`src/rtl/pkg_system_mdr.sv`:
```
// Shared types and width helpers for the radix-4 Booth multiplier.
// Latency: none (declarations only).
// Backpressure: not applicable.
//
// Contents: FSM state enum, Booth recode-select enum, parametric width helpers.
package pkg_system_mdr;

  typedef enum logic [1:0] {
    ST_IDLE = 2'd0,
    ST_ITER = 2'd1,
    ST_DONE = 2'd2
  } mdr_state_t;

  // Partial-product selection produced by the recoder for one radix-4 digit.
  typedef enum logic [2:0] {
    ZERO   = 3'd0,
    ADD_M  = 3'd1,
    ADD_2M = 3'd2,
    SUB_M  = 3'd3,
    SUB_2M = 3'd4
  } rsel_t;

  // Operands carry two extra bits so unsigned values recode as non-negative
  // and the digit count comes out even.
  function automatic int ext_w(input int dw);
    return dw + 2;
  endfunction

  // Upper accumulator: wide enough that adding +/-2M to any partial sum
  // cannot wrap before the arithmetic shift.
  function automatic int acc_w(input int dw);
    return dw + 4;
  endfunction

  // Number of radix-4 digits in the extended multiplier.
  function automatic int n_iter(input int dw);
    return dw / 2 + 1;
  endfunction

  // Counter must reach n_iter(dw) itself (final capture cycle).
  function automatic int cnt_w(input int dw);
    return $clog2(dw / 2 + 2);
  endfunction

endpackage

```
`src/rtl/booth_r4_recoder.sv`:
```
// Maps a radix-4 Booth triplet {p1, p0, q_-1} onto a partial-product select.
// Latency: purely combinational.
// Backpressure: none.
//
// Ports: i_triplet [2:0] in  - {P[1], P[0], q_-1}
//        o_sel   rsel_t  out - ZERO / ADD_M / ADD_2M / SUB_M / SUB_2M
module booth_r4_recoder
  import pkg_system_mdr::*;
(
  input  logic [2:0] i_triplet,
  output rsel_t      o_sel
);

  always_comb begin
    o_sel = ZERO;
    case (i_triplet)
      3'b000:  o_sel = ZERO;
      3'b001:  o_sel = ADD_M;
      3'b010:  o_sel = ADD_M;
      3'b011:  o_sel = ADD_2M;
      3'b100:  o_sel = SUB_2M;
      3'b101:  o_sel = SUB_M;
      3'b110:  o_sel = SUB_M;
      3'b111:  o_sel = ZERO;
      default: o_sel = ZERO;
    endcase
  end

endmodule

```
`src/rtl/booth_r4_multiplier.sv`:
```
// Iterative radix-4 Booth multiplier, signed or unsigned DW x DW -> 2*DW.
// Latency: o_done DW/2+2 edges after the accepting edge, o_ready one edge later.
// Backpressure: i_start only honoured while o_ready=1; i_clear aborts.
//
// Ports: clk, rst (async, active-low)
//        i_start, i_signed, i_multiplier[DW], i_multiplicand[DW] - request
//        i_clear                                                  - abort
//        o_ready, o_busy, o_done (1-cycle pulse), o_result[2*DW]  - status/product
module booth_r4_multiplier
  import pkg_system_mdr::*;
#(
  parameter int DW = 16
) (
  input  logic              clk,
  input  logic              rst,
  input  logic              i_start,
  input  logic              i_signed,
  input  logic [DW-1:0]     i_multiplier,
  input  logic [DW-1:0]     i_multiplicand,
  input  logic              i_clear,
  output logic              o_ready,
  output logic              o_busy,
  output logic              o_done,
  output logic [2*DW-1:0]   o_result
);

  localparam int XW = ext_w(DW);
  localparam int AW = acc_w(DW);
  localparam int NI = n_iter(DW);
  localparam int CW = cnt_w(DW);
  localparam logic [CW-1:0] LAST = CW'(NI);

  mdr_state_t           state_q, state_d;
  logic [CW-1:0]        cnt_q, cnt_d;
  logic [AW-1:0]        acc_q, acc_d;
  logic [XW-1:0]        p_q, p_d;
  logic                 qm1_q, qm1_d;
  logic [XW-1:0]        m_q, m_d;
  logic [2*DW-1:0]      result_q, result_d;

  rsel_t                sel;
  logic [AW-1:0]        m_ext;
  logic [AW-1:0]        m_x2;
  logic [AW-1:0]        addend;
  logic [AW-1:0]        acc_sum;
  logic [XW-1:0]        mplr_ext;
  logic [XW-1:0]        mcnd_ext;

  booth_r4_recoder u_recoder (
    .i_triplet ({p_q[1], p_q[0], qm1_q}),
    .o_sel     (sel)
  );

  // Operand extension at load: the two extra bits are copies of the sign in
  // signed mode and zeros in unsigned mode.
  always_comb begin
    mplr_ext = i_signed ? {{2{i_multiplier[DW-1]}}, i_multiplier}
                        : {2'b00, i_multiplier};
    mcnd_ext = i_signed ? {{2{i_multiplicand[DW-1]}}, i_multiplicand}
                        : {2'b00, i_multiplicand};
  end

  // One Booth step: add the selected multiple of M into the upper accumulator.
  always_comb begin
    m_ext  = {{(AW-XW){m_q[XW-1]}}, m_q};
    m_x2   = {m_ext[AW-2:0], 1'b0};
    addend = '0;
    case (sel)
      ZERO:    addend = '0;
      ADD_M:   addend = m_ext;
      ADD_2M:  addend = m_x2;
      SUB_M:   addend = {AW{1'b0}} - m_ext;
      SUB_2M:  addend = {AW{1'b0}} - m_x2;
      default: addend = '0;
    endcase
    acc_sum = acc_q + addend;
  end

  always_comb begin
    state_d  = state_q;
    cnt_d    = cnt_q;
    acc_d    = acc_q;
    p_d      = p_q;
    qm1_d    = qm1_q;
    m_d      = m_q;
    result_d = result_q;

    case (state_q)
      ST_IDLE: begin
        // i_clear is meaningless here; only i_start matters.
        if (i_start) begin
          state_d = ST_ITER;
          cnt_d   = '0;
          acc_d   = '0;
          p_d     = mplr_ext;
          qm1_d   = 1'b0;
          m_d     = mcnd_ext;
        end
      end

      ST_ITER: begin
        if (i_clear) begin
          state_d = ST_IDLE;
        end else if (cnt_q == LAST) begin
          // All digits consumed: {acc, P} now holds the full product.
          result_d = {acc_q[DW-3:0], p_q};
          state_d  = ST_DONE;
        end else begin
          // Arithmetic shift of {acc_sum, P, q_-1} right by two.
          acc_d = {{2{acc_sum[AW-1]}}, acc_sum[AW-1:2]};
          p_d   = {acc_sum[1:0], p_q[XW-1:2]};
          qm1_d = p_q[1];
          cnt_d = cnt_q + CW'(1);
        end
      end

      ST_DONE: begin
        state_d = ST_IDLE;
      end

      default: begin
        state_d = ST_IDLE;
      end
    endcase
  end

  always_ff @(posedge clk or negedge rst) begin
    if (!rst) begin
      state_q  <= ST_IDLE;
      cnt_q    <= '0;
      acc_q    <= '0;
      p_q      <= '0;
      qm1_q    <= 1'b0;
      m_q      <= '0;
      result_q <= '0;
    end else begin
      state_q  <= state_d;
      cnt_q    <= cnt_d;
      acc_q    <= acc_d;
      p_q      <= p_d;
      qm1_q    <= qm1_d;
      m_q      <= m_d;
      result_q <= result_d;
    end
  end

  assign o_ready  = (state_q == ST_IDLE);
  assign o_busy   = (state_q != ST_IDLE);
  assign o_done   = (state_q == ST_DONE);
  assign o_result = result_q;

endmodule

```
`config.mk`:
```
export PLATFORM = sky130hd
export DESIGN_NAME = booth_r4_multiplier
export DESIGN_NICKNAME = d
export VERILOG_FILES = /design/src/rtl/pkg_system_mdr.sv /design/src/rtl/booth_r4_recoder.sv /design/src/rtl/booth_r4_multiplier.sv
export SDC_FILE = /design/constraint.sdc
export NUM_CORES = 1
export LEC_CHECK = 0
export CORE_UTILIZATION = 56
export DETAILED_ROUTE_END_ITERATION = 16
export PLACE_DENSITY_LB_ADDON = 0.05
export SLEW_MARGIN = 0
export SYNTH_ARGS = -nofsm -noshare
export SYNTH_HDL_FRONTEND = slang
export SYNTH_SLANG_ARGS = --single-unit
export TNS_END_PERCENT = 30
```
`constraint.sdc`:
```
create_clock -name clk -period 4.1 [get_ports clk]
set_input_delay 0.41 -clock clk [delete_from_list [all_inputs] [get_ports clk]]
set_output_delay 0.41 -clock clk [all_outputs]
set_load 0.1 [all_outputs]
```
; ---- Word level (Yosys, flattened, before mapping)
; Memories as Yosys holds them, arrays and structs flattened.
; Cells that the tools add are included.
[totals]
regBits = 95
romBits = 24
input_bits = 37
output_inout_bits = 35
wordCells = 54
memories = 1
[op_classes]
add_sub_neg = 4
eq_ne = 11
muxes = 23
bitwise_logic = 1
n_reduce_logical = 7
[mem_list]
columns = name, depth, width, rd, rd_ports_with_merged_regs, write_ports, line
row1 = (no name shown), 8, 3, 1, 0, 0, booth_r4_recoder.sv:16  ; case (i_triplet)
[op_table]
columns = op, count
row1 = $mux 18, 5
row2 = $pmux 20 s4, 1
row3 = $mux 20, 3
row4 = $pmux 20 s2, 1
row5 = $pmux 18 s2, 1
row6 = $add 20x20->20, 1
row7 = $sub 1x19->20 const A, 1
row8 = $sub 1x18->19 const A, 1
row9 = $mux 4, 3
row10 = $pmux 4 s2, 1
row11 = $eq 3x2->1 const B, 2
row12 = $mux 2, 3
row13 = $ne 2x2->1 const B, 3
row14 = $add 4x1->4 const B, 1
row15 = $eq 4x4->1 const B, 1
row16 = $pmux 2 s2, 1
row17 = $reduce_and 2->1, 2
row18 = $reduce_and 4->1, 1
row19 = $reduce_bool 2->1, 2
row20 = $eq 3x1->1 const B, 1
row21 = $eq 3x3->1 const B, 1
row22 = $mux 1, 3
row23 = $ne 3x3->1 const B, 1
row24 = $reduce_and 3->1, 1
row25 = other kinds (5), 5

; ---- Longest topological paths before layout
; Gate-level depths: netlist of run 1.
; An unclocked memory read counts as a cell.
[depth]
ltp_word = 7
ltp_mapped = 18
mapped_depth_nobuf = 17

; ---- Modules after synthesis
; From an unflattened synthesis of run 1, not the netlist that was laid out.
[hier_totals]
cells_unflattened = 595
area_unflattened_um2 = 5454.0
[modules_own_cells]
columns = mod, n_inst, cells_each, area_per_inst_um2, seq_area_each_um2
row1 = booth_r4_multiplier, 1, 588, 5395.2, 2302.2
row2 = booth_r4_recoder, 1, 7, 58.8, 0.0

; ---- Least setup slack after synthesis of run 1
; No wires, ideal clock.
[synth_path]
kind = register to register
startpoint = reg m_q[0]
endpoint = reg acc_q[18]
setup_ns = 0.069
arrival_time_ns = 3.659
t_required_ns = 4.031
path_slack_ns = 0.372
path_stages_with_launch = 18
n_path_buf = 0
period_less_slack_ns = 3.728
path_cell_list = dfrtp_1 inv_1 ha_1 nor4b_4 nand3_2 or3_4 or3_4 o21ai_0 nand2_1 o211ai_1 ha_1 a21oi_1 o21ai_0 a221oi_1 o21ai_0 o21a_1 or4_1 nand3_1
[synth_between]
elab_chain_len = 6
elab_cells_between_ends = 7
cone_classes = add/sub: 3 / mux: 4
[synth_lines]
columns = element, line
row1 = "start, declared", booth_r4_multiplier.sv:38  ; logic [XW-1:0] m_q, m_d;
row2 = "start signal, assigned", booth_r4_multiplier.sv:142  ; m_q <= m_d;
row3 = $sub 1x19->20 / $sub 1x18->19 (equally long branches), "booth_r4_multiplier.sv:73, booth_r4_multiplier.sv:72"
row4 = $pmux 20 s4 (*), booth_r4_multiplier.sv:68  ; case (sel)
row5 = $add 20x20->20 (*), booth_r4_multiplier.sv:76  ; acc_sum = acc_q + addend;
row6 = $mux 20 (*), booth_r4_multiplier.sv:104  ; end else if (cnt_q == LAST) begin
row7 = $mux 20 (*), booth_r4_multiplier.sv:102  ; if (i_clear) begin
row8 = $pmux 20 s2 (*), booth_r4_multiplier.sv:88  ; case (state_q)
row9 = "end signal, assigned", booth_r4_multiplier.sv:131  ; acc_q <= '0;
row10 = "end signal, assigned", booth_r4_multiplier.sv:139  ; acc_q <= acc_d;
row11 = "end, declared", booth_r4_multiplier.sv:35  ; logic [AW-1:0] acc_q, acc_d;
; Every way passes the cells marked *; elsewhere a longest branch is shown, timed or not. The select of a mux whose other input is x is not followed.
; A chain may end at the register's enable or synchronous reset.

; ---- Worst setup path after layout of run 1
[layout_path]
startpoint = reg m_q[9]
endpoint = reg acc_q[18]
; Same word-level chain as after synthesis.

==> results.md, run 1 <==
Run status:
- The run finished with clean final reports.

CTS:
- The clock net in this run drives a total of 92 sinks.
- The tree is rooted in a sky130_fd_sc_hd__clkbuf_8.
- The clock tree from TritonCTS is yes.
- Clock latency on the worst-skew pair, taken at its later pin, is 0.37 ns.
- The maximum clock insertion buffer count is 2.
- The register clock-pin slew on the reported worst setup and hold paths is 0.10 ns.
- The level count of the clock H-tree is 3.
- The number of buffers added by the clock tree synthesis step is 9.

Placement:
- In this run, placement finished with an instance count of 791.
- The placer congestion estimate is 0.973.
- Port buffering added 71 buffers.
- The detailed placer's ending HPWL is 9740 µm.
- The pre-CTS worst setup slack is 0.0595 ns.

Floorplanning:
- The die outline area is 10300 µm².
- The floorplan step set the die width to 101 µm.
- The initial core utilization is 58.8%.
- The area of the core is 9420 µm².
- The floorplan step set the die height to 101 µm.
- During I/O placement, the number of pins put on the boundary was 72.
- The site row count is 35.

Cells and area:
- The library cell used most frequently in the layout, excluding fill and tap cells, is sky130_fd_sc_hd__nand2_1.
- The number of standard cells in the final layout excluding fillers is 811.
- The area growth from synthesis to layout is 20.0%.
- In the layout the commonest cells are sky130_fd_sc_hd__nand2_1, sky130_fd_sc_hd__dfrtp_1, sky130_fd_sc_hd__o21ai_0, sky130_fd_sc_hd__clkdlybuf4s50_1, sky130_fd_sc_hd__mux2_2.
- The fraction of layout instances using a drive strength above 1 is 13.2%.
- After the last flow step, the layout net total stands at 740.
- The filler cell count is 771.
- The diode insertion count for antenna repair is 0.

STA:
- For the pin with the worst max-slew slack, the measured transition is 1.10 ns.
- Across all hold checks on the routed design, the worst slack comes to 0.120 ns.
- Setup total negative slack on the finished layout was measured at 0 ns.
- The minimum period implied by the final worst setup slack is 3.89 ns.
- Setup violations remaining at the end of the flow were counted as 0.
- The final cycle utilization of the critical path is 94.9%.
- The final count of pins violating max slew is 0.
- Setup repair after global routing could not meet its margin everywhere.
- The remaining max-slew budget at the tightest pin is 26.6%.
- The fmax is 257 MHz.
- The worst clock skew is 0.0102 ns.
- Once routing completed, OpenROAD measured the worst setup slack at 0.207 ns.
- The final hold violation count was 0.

Setup path:
- Together, buffers and inverters on the worst path number 0.
- The element type at the critical path start is a register.
- The kind of cell with the highest combined delay on the critical path is simple AND/OR/NAND/NOR gates.
- In this run the worst setup path begins at m_q[9]$_DFFE_PN0P_.
- The launch point of the worst reg-to-reg path is m_q[9]$_DFFE_PN0P_.
- The data arrival at the endpoint of the critical path is 4.20 ns.
- The worst path required time is 4.41 ns.
- Among all stages on the critical path, the largest delay is contributed by sky130_fd_sc_hd__dfrtp_1.
- The signal on the critical path passes through nor4_4 > nand4_1 > or3_1 > or3_1 > o21ai_0 > nand2_1 > o311ai_0 > ha_2 > o21a_1 > a221oi_1 > o21ai_1 > o21a_1 > or4_1 > nand3_1.
- The type of destination of the critical path is a register.
- The worst-path maximum fanout is 7.
- The largest stage delay on the critical path is 0.48 ns.
- The class of the most critical setup path is reg2reg.

Detailed routing:
- The total DRC errors in the routed layout is 0.
- The via density per instance is 5.83.
- The number of nets with antenna violations after routing is 0.
- The total number of vias is 4730.
- After detailed routing, the met3 layer carries 564 µm of wire.
- The initial detailed-routing violation count is 310.
- In the detailed route, the total length drawn on met2 is 6290 µm.
- The highest metal layer carrying signal wires in the routed design is met4.
- In the final routed layout, each cell accounts on average for 16.6 µm.
- After detailed routing, the wire length on met1 is 6240 µm.
- The final layout contains routed wiring with a total length of 13500 µm.
- The length of the first detailed-routing pass in iterations is 7.

Logic synthesis:
- The number of unique standard cell types used by synthesis is 55.
- Counting flops and latches in the post-synthesis netlist gives 92.
- Summed over its instances, the top area cell type makes up 41.6% of the synthesized netlist area.
- The count of mapped cells out of synthesis is 616.
- The synthesized area per cell is 8.98 µm².
- The fraction of registers with async set/reset is 100%.
- The count of flip-flops with a built-in enable after synthesis is 0.
- After synthesis, the cell types taking the most area are sky130_fd_sc_hd__dfrtp_1, sky130_fd_sc_hd__nand2_1, sky130_fd_sc_hd__mux2_2, sky130_fd_sc_hd__o21ai_0, sky130_fd_sc_hd__ha_1.
- In this run the cell area of the synthesized design comes to 5530 µm².
- Among all flip-flop cells after synthesis, the most frequent one is sky130_fd_sc_hd__dfrtp_1.
- The number of nets handed over by synthesis was 678.
- The biggest area consumer among synthesized cells is sky130_fd_sc_hd__dfrtp_1.
- The sequential element share of the synthesized area is 41.6%.
- The number of synthesis warnings is 0.

GRT:
- The number of antenna violations at the first check in global routing is 0.
- Entering global routing, the biggest net connects 61 pins.
- The first global-routing pass estimated 22400 µm of wire.
- The combined global-route utilization of all metal layers is 28.2%.
- The overflow left after global routing is 0.
- The via count of the first global-routing pass came to 4702.

Job:
- Across the run, the number of max-cap violations was 0.

Power:
- For this design the static power due to leakage is 3.01 nW.
- The power per unit of standard cell area is 553 nW/µm².
- Across the VDD grid, the largest voltage drop is 0.296 mV.

Min path:
- The type of the most critical hold path is in2async.
[per-layer routing]
layer / vias up / GRT usage [%]
li1: 2318 / -
met1: 2239 / 38.0
met2: 136 / 45.1
met3: 37 / 4.90
met4: 0 / 11.9
met5: - / 0
[sequential cells by signal, summed over array words and instances (netlist names)]
register  cells
cnt_q         4
qm1_q         1
p_q          18
o_result     32
state_q       2
acc_q        18
m_q          17
[report_power, final]
part           internal, mW  switching, mW  total, mW
clock                 0.299          0.332      0.631
sequential             1.08          0.203       1.28
combinational         0.737           1.02       1.76
total                  2.12           1.56       3.68
[synthesized netlist by cell type, types with 6 or more instances]
library cell,count
sky130_fd_sc_hd__clkbuf_1,34
sky130_fd_sc_hd__o31ai_1,7
sky130_fd_sc_hd__mux2i_1,16
sky130_fd_sc_hd__a21o_1,6
sky130_fd_sc_hd__o311ai_0,6
sky130_fd_sc_hd__buf_2,7
sky130_fd_sc_hd__a21oi_1,31
sky130_fd_sc_hd__ha_1,24
sky130_fd_sc_hd__nand3_1,21
sky130_fd_sc_hd__xor2_1,8
sky130_fd_sc_hd__xnor2_1,9
sky130_fd_sc_hd__o211ai_1,6
sky130_fd_sc_hd__dfrtp_1,92
sky130_fd_sc_hd__o21ai_0,71
sky130_fd_sc_hd__mux2_2,32
sky130_fd_sc_hd__nand2_1,105
sky130_fd_sc_hd__nor3_1,15
sky130_fd_sc_hd__nor2_1,32
sky130_fd_sc_hd__nor2b_1,6
sky130_fd_sc_hd__inv_1,16
[metrics by stage]
step | power, mW | area [µm²] | utilization (%)
floorplan | 2.51 | 5530 | -
global placement | 2.91 | 6370 | 67.6
detailed placement | 2.96 | 6370 | 67.6
CTS | 3.61 | 6570 | 69.7
global route | 3.97 | 6640 | 70.6
finish | 3.68 | 6640 | 70.6
[path summary, 6_finish.rpt]
kind / endpoint / slack [ns] / cells past startpoint
setup / recovery: acc_q[18]$_DFFE_PN0P_ / 0.21 / 14
hold / removal: m_q[6]$_DFFE_PN0P_ / 0.12 / 1
setup reg to reg: acc_q[18]$_DFFE_PN0P_ / 0.21 / 14
hold reg to reg: p_q[17]$_DFFE_PN0P_ / 0.51 / 2
max in group asynchronous: o_result[28]$_DFFE_PN0P_ / 3.06 / 2
min in group clk: p_q[17]$_DFFE_PN0P_ / 0.51 / 2
[what timing repair did]
item,in CTS,in global routing
endpoints found under the hold margin,0,0
buffers inserted,0,5
hold buffers,0,0
setup endpoints to repair,0,2
gates resized for setup,0,10
[logic make-up (layout without fill, tap and decap cells)]
kind of cell / Yosys count / in the layout / synth area share, %
and+or+nand+nor: 217 / 217 / 18.6
AOI/OAI and AO/OA: 159 / 159 / 17.7
DFF: 92 / 92 / 41.6
buffers and inverters: 58 / 124 / 4.23
muxes: 48 / 48 / 9.41
adders and majority gates: 25 / 25 / 5.79
xor gates and xnor gates: 17 / 17 / 2.69
[cell type report]
class | count | area [µm²] | area share [%]
Inverter | 16 | 60.1 | 0.904
Clock inverter | 5 | 60.1 | 0.904
Timing Repair Buffer | 93 | 873 | 13.1
Multi-Input combinational cell | 466 | 3050 | 45.9
Sequential cell | 92 | 2300 | 34.7
Tap cell | 129 | 161 | 2.43
Clock buffer | 10 | 138 | 2.07
(Power assumes the default switching activity.)
==> run 2: changes to the inputs <==
CTS_CLUSTER_DIAMETER = 60   (was not set)
==> results of run 2 <==
Same layout as run 1: the final DEF is identical, and so are final timing and power.
==> run 3: changes to the inputs <==
GPL_TIMING_DRIVEN = 0   (was not set)
TNS_END_PERCENT = 20   (was 30)
==> results.md, run 3 (synthesis gave the netlist of run 1 again) <==
CTS:
- TritonCTS built the clock tree.
- The root cell of the clock tree is sky130_fd_sc_hd__clkbuf_8.
- Clock-pin slew was measured on the worst setup and hold paths at 0.09 ns.
- The number of clock sinks is 92.
- Clock latency on the worst-skew pair, taken at its later pin, is 0.37 ns.
- The level count of the clock H-tree is 3.
- The number of buffers added by the clock tree synthesis step is 9.
- The maximum clock insertion buffer count is 2.

Cells and area:
- The area growth from synthesis to layout is 22.5%.
- Leaving out fill and tap cells, the most frequent cells in the layout are sky130_fd_sc_hd__nand2_1, sky130_fd_sc_hd__dfrtp_1, sky130_fd_sc_hd__clkdlybuf4s50_1.
- The register with the most flip-flops in the layout has 32 of them.
- Of the cells placed in the final design, the portion with a size suffix greater than 1 is 13.4%.
- The total non-filler cell area in the finished layout is 6780 µm².
- The diode insertion count for antenna repair is 0.
- The final layout contains 767 nets.
- Leaving out fill and tap cells, the most frequent cell in the layout is sky130_fd_sc_hd__nand2_1.

Floorplanning:
- The die outline area is 10300 µm².
- The I/O pin count is 72.
- In this run the vertical extent of the chip is 101 µm.
- The x dimension of the die is 101 µm.
- The initialized floorplan defines 35 standard-cell rows.
- The total area inside the core boundary comes to 9420 µm².
- The initial core utilization is 58.8%.

Power:
- VDD sags by at most 0.315 mV.
- The static leakage power is 3.05 nW.
- For this design the ratio of total power to cell area is 551 nW/µm².
- The total power is 3.73 mW.

Run status:
- The run finished with clean final reports.

Setup path:
- The worst path required time is 4.33 ns.
- Along the worst path, the maximum fanout reaches 10.
- The worst reg2reg path endpoint is acc_q[14]$_DFFE_PN0P_.
- STA classifies the critical path endpoint as a register.
- The worst setup path is launched from a register.
- The slack of the worst reg-to-reg path is 0.15 ns.
- STA puts the critical path data arrival time at 4.18 ns.
- In this run the worst setup path begins at p_q[0]$_DFFE_PN0P_.
- The setup path with the least slack is of type reg2reg.
- The launch point of the worst reg-to-reg path is p_q[0]$_DFFE_PN0P_.
- The count of cells along the worst register-to-register path is 15.

Detailed routing:
- For this block, the initial DRC count from the detailed router was 377.
- For this run, design rule violations remaining after detail routing come to 0.
- For this run, the detailed router's first-pass iteration total came to 5.
- The detail route stage leaves a number of antenna-violating nets equal to 0.
- Using the TritonRoute via totals, the vias-per-cell ratio works out to 5.96.
- The final wirelength is 14500 µm.
- In the final routed layout, each cell accounts on average for 17.3 µm.
- The total number of vias is 5003.

STA:
- In the final timing run, aggregate negative setup slack is 0 ns.
- The final count of pins violating max slew is 0.
- The final hold violation count is 0.
- Setup repair after global routing could not meet its margin everywhere.
- The smallest clock period supported by the final layout is computed as 3.95 ns.
- The number of setup violations in the final report is 0.
- The final cycle utilization of the critical path is 96.4%.
- The smallest hold slack is 0.510 ns.
- The remaining max-slew budget at the tightest pin is 33.7%.
- Clock skew on the completed layout was measured at 0.0123 ns.
- The slew at the pin closest to its max-slew limit is 0.991 ns.
- The fmax is 253 MHz.

Min path:
- The critical hold path startpoint is acc_q[14]$_DFFE_PN0P_.
- The path with the worst hold slack has its endpoint at acc_q[14]$_DFFE_PN0P_.
- The worst hold path was traced through 2 stages.
- The path class of the tightest hold or removal check is reg2reg.

Job:
- Max-cap violations in this run came to 0.

GRT:
- The number of antenna violations at the first check in global routing is 0.
- The overflow left after global routing is 0.
- The wire length of the first global-routing pass is 23500 µm.
- The maximum number of pins on one net before global-route repair is 63.
- The via count of the first global-routing pass is 4710.
- Global routing consumed, over all layers together, 29.9% of the routing resources.

Placement:
- At the end of routability-driven placement, the weighted congestion stood at 0.954.
- The port buffer count is 71.
- The detailed placer's ending HPWL is 10600 µm.
- After detailed placement, the total cell area comes to 6430 µm².
==> run 3: changes by cell type in the layout (fill, tap and decap cells not counted), moves of 3 or more <==
cell	previous run	this run
sky130_fd_sc_hd__clkbuf_1	0	26
sky130_fd_sc_hd__clkinv_4	0	3
sky130_fd_sc_hd__buf_2	0	7
sky130_fd_sc_hd__buf_4	23	12
==> run 3: critical path, stage by stage, from the launching register on <==
cell	delay [ns]
sky130_fd_sc_hd__dfrtp_1	0.43
sky130_fd_sc_hd__inv_1	0.07
sky130_fd_sc_hd__ha_1	0.29
sky130_fd_sc_hd__buf_2	0.18
sky130_fd_sc_hd__or2_2	0.38
sky130_fd_sc_hd__buf_4	0.21
sky130_fd_sc_hd__a21oi_1	0.18
sky130_fd_sc_hd__a221oi_2	0.08
sky130_fd_sc_hd__fa_1	0.44
sky130_fd_sc_hd__nor2b_1	0.17
sky130_fd_sc_hd__o21ai_0	0.13
sky130_fd_sc_hd__a32oi_1	0.42
sky130_fd_sc_hd__a21oi_2	0.18
sky130_fd_sc_hd__o41ai_1	0.39
sky130_fd_sc_hd__xnor2_1	0.18
sky130_fd_sc_hd__o21ai_0	0.09
==> run 3: final cells by class <==
type | count | area, µm²
buffer | 38 | 169
clock buffer | 10 | 138
clock inverter | 6 | 58.8
fill | 724 | 2640
inverter | 16 | 60.1
multi-input combinational | 466 | 3070
sequential | 92 | 2300
tap | 129 | 161
timing repair buffer | 82 | 813
==> run 3: how the worst max path moves through the flow <==
stage                         endpoint  slack (ns)  depth (start not counted)
3_5_place_dp     acc_q[15]$_DFFE_PN0P_       -0.25                         16
6_report         acc_q[14]$_DFFE_PN0P_        0.15                         15
5_1_grt          acc_q[18]$_DFFE_PN0P_       -0.01                         16
2_1_floorplan    acc_q[18]$_DFFE_PN0P_        0.37                         17
3_3_place_gp   o_result[6]$_DFFE_PN0P_       -0.78                          1
4_1_cts          acc_q[15]$_DFFE_PN0P_        0.03                         17
==> run 3: routing by layer <==
layer / part of all wire (%) / GRT usage [%] / vias to the layer above
met2: 46 / 46.4 / 201
met1: 45 / 42.5 / 2384
met3: 7.0 / 4.42 / 27
li1: - / - / 2391
met4: 2.3 / 11.7 / 0
met5: 0 / 0 / -
==> run 3: metrics by stage <==
stage                     setup WS [ns]  instances  util [%]
after floorplan                   0.372        616         -
after global placement           -0.783        816      68.0
after detailed placement         -0.248        817      68.3
after CTS                        0.0298        835      70.9
after global routing            -0.0125        839      72.0
final                             0.149        839      72.0
==> run 3: what timing repair did <==
action                                 4_1_cts  5_1_grt
resized for setup                            9       24
setup endpoints to repair                    7        8
hold buffers                                 1        0
pin swaps                                    2        8
gates cloned                                 0        0
setup buffers                                3        6
endpoints found under the hold margin       30        0
==> run 3: power by group <==
part / total (mW) / internal, mW / leakage [nW] / switching (mW)
Clock: 0.609 / 0.248 / 0.0958 / 0.361
Combinational: 1.90 / 0.760 / 1.74 / 1.14
Sequential: 1.23 / 1.08 / 1.21 / 0.147
Total: 3.73 / 2.09 / 3.05 / 1.65
